==> src/rtl/spin_tick_controller.sv <==
// spin_tick_controller
// Debounces a raw Start push-button into toggle presses, runs a small
// IDLE/RUN/HOLD controller and divides Clk down into one-cycle Step pulses
// that advance a 0..5 disk Phase for the spin animation.
`timescale 1ns/1ps
module spin_tick_controller #(
    parameter int DB_CYCLES = 4,
    parameter int STEP_DIV  = 5
) (
    input  logic       Clk,
    input  logic       nReset,
    input  logic       Start,
    input  logic       Hold,
    output logic       Run,
    output logic       Step,
    output logic [2:0] Phase
);

    localparam logic [7:0]  DB_LAST   = 8'(DB_CYCLES - 1);
    localparam logic [15:0] DIV_LAST  = 16'(STEP_DIV - 1);
    localparam logic [2:0]  PHASE_MAX = 3'd5;

    typedef enum logic [1:0] {
        ST_IDLE = 2'd0,
        ST_RUN  = 2'd1,
        ST_HOLD = 2'd2
    } state_t;

    logic        sync1_r;
    logic        sync2_r;
    logic        deb_r;
    logic        deb_d_r;
    logic        press_r;
    logic [7:0]  db_cnt_r;
    state_t      state_r;
    state_t      state_s;
    logic [15:0] presc_r;
    logic [15:0] presc_s;
    logic [2:0]  phase_r;
    logic [2:0]  phase_s;
    logic        step_s;
    logic        step_r;
    logic        run_r;

    // Two-flop synchronizer for the asynchronous push-button.
    always_ff @(posedge Clk or negedge nReset) begin
        if (!nReset) begin
            sync1_r <= 1'b0;
            sync2_r <= 1'b0;
        end else begin
            sync1_r <= Start;
            sync2_r <= sync1_r;
        end
    end

    // Debouncer: accept a new level only after DB_CYCLES consecutive differing samples.
    always_ff @(posedge Clk or negedge nReset) begin
        if (!nReset) begin
            deb_r    <= 1'b0;
            db_cnt_r <= 8'd0;
        end else if (sync2_r != deb_r) begin
            if (db_cnt_r == DB_LAST) begin
                deb_r    <= sync2_r;
                db_cnt_r <= 8'd0;
            end else begin
                db_cnt_r <= db_cnt_r + 8'd1;
            end
        end else begin
            db_cnt_r <= 8'd0;
        end
    end

    // Registered one-cycle press pulse on the debounced rising edge only.
    always_ff @(posedge Clk or negedge nReset) begin
        if (!nReset) begin
            deb_d_r <= 1'b0;
            press_r <= 1'b0;
        end else begin
            deb_d_r <= deb_r;
            press_r <= deb_r & ~deb_d_r;
        end
    end

    // Next-state, prescaler and phase logic; a press always outranks Hold.
    always_comb begin
        state_s = state_r;
        presc_s = presc_r;
        phase_s = phase_r;
        step_s  = 1'b0;
        case (state_r)
            ST_IDLE: begin
                presc_s = 16'd0;
                if (press_r) begin
                    state_s = ST_RUN;
                    phase_s = 3'd0;
                end else begin
                    state_s = ST_IDLE;
                end
            end
            ST_RUN: begin
                if (press_r) begin
                    state_s = ST_IDLE;
                    presc_s = 16'd0;
                end else if (Hold) begin
                    // Freeze the prescaler where it is; no step on the way out.
                    state_s = ST_HOLD;
                end else if (presc_r >= DIV_LAST) begin
                    presc_s = 16'd0;
                    step_s  = 1'b1;
                    // Wrap 5 -> 0; any out-of-range value also recovers to 0.
                    if (phase_r >= PHASE_MAX) begin
                        phase_s = 3'd0;
                    end else begin
                        phase_s = phase_r + 3'd1;
                    end
                end else begin
                    presc_s = presc_r + 16'd1;
                end
            end
            ST_HOLD: begin
                if (press_r) begin
                    state_s = ST_IDLE;
                    presc_s = 16'd0;
                end else if (!Hold) begin
                    state_s = ST_RUN;
                end else begin
                    state_s = ST_HOLD;
                end
            end
            default: begin
                state_s = ST_IDLE;
                presc_s = 16'd0;
                phase_s = 3'd0;
            end
        endcase
    end

    // Controller state and registered outputs.
    always_ff @(posedge Clk or negedge nReset) begin
        if (!nReset) begin
            state_r <= ST_IDLE;
            presc_r <= 16'd0;
            phase_r <= 3'd0;
            step_r  <= 1'b0;
            run_r   <= 1'b0;
        end else begin
            state_r <= state_s;
            presc_r <= presc_s;
            phase_r <= phase_s;
            step_r  <= step_s;
            run_r   <= (state_s != ST_IDLE);
        end
    end

    assign Run   = run_r;
    assign Step  = step_r;
    assign Phase = phase_r;

endmodule

==> config.mk <==
export PLATFORM = sky130hd
export DESIGN_NAME = spin_tick_controller
export DESIGN_NICKNAME = d
export VERILOG_FILES = /design/src/rtl/spin_tick_controller.sv
export SDC_FILE = /design/constraint.sdc
export NUM_CORES = 1
export LEC_CHECK = 0
export ABC_AREA = 1
export CORE_UTILIZATION = 40
export DETAILED_ROUTE_END_ITERATION = 7
export PLACE_DENSITY = 0.63
export SETUP_SLACK_MARGIN = 0.3
export SYNTH_ARGS = -nofsm -noshare
export SYNTH_HDL_FRONTEND = slang
export SYNTH_SLANG_ARGS = --single-unit
==> constraint.sdc <==
create_clock -name Clk -period 1.59 [get_ports Clk]
set_input_delay 0.2385 -clock Clk [delete_from_list [all_inputs] [get_ports Clk]]
set_output_delay 0.2385 -clock Clk [all_outputs]
set_load 0.05 [all_outputs]
==> flow_summary.toml <==
[clock_network]
cts-buffers-inserted = 5
tritoncts = "built"
clkTransAtPathRegs_ns = 0.07
cts.path.max_buffers = 2
cts-root-buf = "clkbuf_8"
clkSinkCount = 36
cts_max_level = 2
clock_latency_ns = 0.29

[logic_synthesis]
yosysWarnings = 0
syn_area_mm2 = 0.00161
synth-seq-cells = 36
yosysTopAreaCell = "dfrtp_1"
ys_seq_area_share_pct = 56.1
syn_nets = 181
yosys-top-cells-area = "dfrtp_1 (56%), inv_1 (6.8%), nand2_1 (6.3%)"
yosysUniqueCellTypes = 26
syn_inst = 172
syn_avg_cell_area_um2 = 9.34
synthDominantCellAreaShare_pct = 56.1

[sta]
fin_tns_setup_ns = 0
timing.fmax_ghz = 0.787
layout_min_cycle_time_ns = 1.27
tightest_slew_ns = 0.268
setup_viol = 0
hold_viol = 0
clock_skew_ns = 0.00777
max-slew-margin-rel_pct = 82.0
final-max-slew-violation-count = 0
rsz0062_at_grt = "true"
period_share_pct = 79.9

[critical_path]
path_class = "reg -> out"
cp.arrival_ns = 1.03
required_ns = 1.35
cp-start-kind = "flop"
crit_path_end_kind = "output port"
crit_fanout = 4

[outcome]
status = "finished, final reports clean"

[finish]
drive_gt1_share_pct = 26.0
nFillCells = 358
layout_common_cells = "dfrtp_1 (34), inv_1 (28), nand2_1 (25)"
multiInputGateArea_um2 = 602
fin_nets = 200
syn_to_final_growth_pct = 19.6
seqCellArea_um2 = 903
post-route-util_pct = 51.3
num_antenna_cells = 0
final_common_cell = "dfrtp_1"

[power_and_ir_drop]
p_per_area_mw_per_mm2 = 1540
peakVddDrop_v = 0.000757
power.leakage_nw = 0.916

[global_routing]
grt_pass1_wl_um = 4640
grt_max_degree = 37
antenna_found_initial = 0
gr-total-overflow = 0
track_usage_pct = 14.7
grt_pass1_vias = 1099

[placed_design]
place_hpwl_um = 1750
io_buffers = 8
place.gp.congestion = 0.874

[drt]
vias = 1093
drt_iter0_drc = 33
route.detailed.drc = 0
wl_per_cell_um = 10.2
postRouteAntennaNets = 0
viasPerCell = 4.55
dr.pass1.iters = 4
finalWirelength_um = 2440

[die]
initial_utilization_pct = 42.9
chipHeight_um = 65.4
die-area_mm2 = 0.00427
ioPinCount = 9
die_x_um = 65.4
row_count = 22
fp.coreArea_mm2 = 0.00374

[min_path]
min_path_type = "in -> async"

[flow_run]
cap_violations = 0
cell type report:
cell class              count  share of cell area [%]
well taps                  48                    3.13
repair buffers             13                    6.12
clock inverters             1                    1.56
flip-flops and latches     36                    47.0
multi-input cells         105                    31.3
inverters                  30                    5.86
clock buffers               7                    5.01
critical path, stage by stage (launching register included):
cell and delay, ns:
dfrtp_2 0.43, buf_4 0.14, buf_4 0.18
sequential cells by signal (all words and copies together) (netlist names), 2 cells and up:
signal    cells
Phase         3
db_cnt_r      8
presc_r      16
state_r       2
stage by stage:
stage          power [W]  worst slack (ns)  instance area [µm²]  hold WS [ns]  std cells
3_5_place_dp     0.00207             0.218                 1760         0.336        230
2_1_floorplan    0.00184             0.304                 1610       -0.0571        172
4_1_cts          0.00295             0.332                 1890         0.311        238
5_1_grt          0.00314             0.284                 1920         0.341        240
6_report         0.00295             0.320                 1920         0.313        240
3_3_place_gp     0.00204             0.262                 1760         0.332        230
where the power goes:
part / internal [W] / switching [W] / total [W]
sequential: 0.00106 / 0.000120 / 0.00118
combinational: 0.000321 / 0.000589 / 0.000910
clock: 0.000553 / 0.000308 / 0.000861
cell families (layout without fill, tap and decap cells):
logic type / count (synthesis) / after routing / share of synthesized area (%)
adder cells (fa/ha/maj): 5 / 5 / 3.89
AO/OA/AOI/OAI: 10 / 10 / 3.97
XOR/XNOR: 4 / 4 / 2.65
AND/OR/NAND/NOR: 86 / 86 / 25.7
flip-flops: 36 / 36 / 56.1
buffers and inverters: 31 / 51 / 7.71
synth_stat cells (all sizes together):
library cell and number:
a21oi 3, nand4 3, buf 1, nand3 7
o21ai 3, or2 1, dfrtp 36, nor3 3
and3 1, o31ai 1, nand2 31, xnor2 3
inv 30, xor2 1, o21a 3, nor2 40
ha 5
layer usage:
metal / track usage, % / up-vias / wire length (µm)
li1: - / 555 / -
met1: 17.1 / 514 / 1130
met2: 23.3 / 17 / 1140
met3: 4.17 / 7 / 96
met4: 10.3 / 0 / 75
met5: 0 / - / 0
path summary, 6_finish.rpt:
path	end	from	slack (ns)	cells past startpoint
worst max-delay path	Phase[0]	Phase[0]$_DFFE_PN0P_	0.32	2
worst min-delay path	presc_r[12]$_DFFE_PN0P_	nReset	0.31	2
worst max register to register	Phase[1]$_DFFE_PN0P_	Phase[0]$_DFFE_PN0P_	0.37	5
worst min register to register	sync2_r$_DFF_PN0_	sync1_r$_DFF_PN0_	0.35	0
max in group asynchronous	Phase[1]$_DFFE_PN0P_	nReset	1.08	2
min in group Clk	sync2_r$_DFF_PN0_	sync1_r$_DFF_PN0_	0.35	0
what timing repair did:
item                       CTS  global route
resized for setup            0             6
setup endpoints to repair    0             5
hold buffers                 0             0
setup buffers                0             2
(Power assumes the default switching activity.)
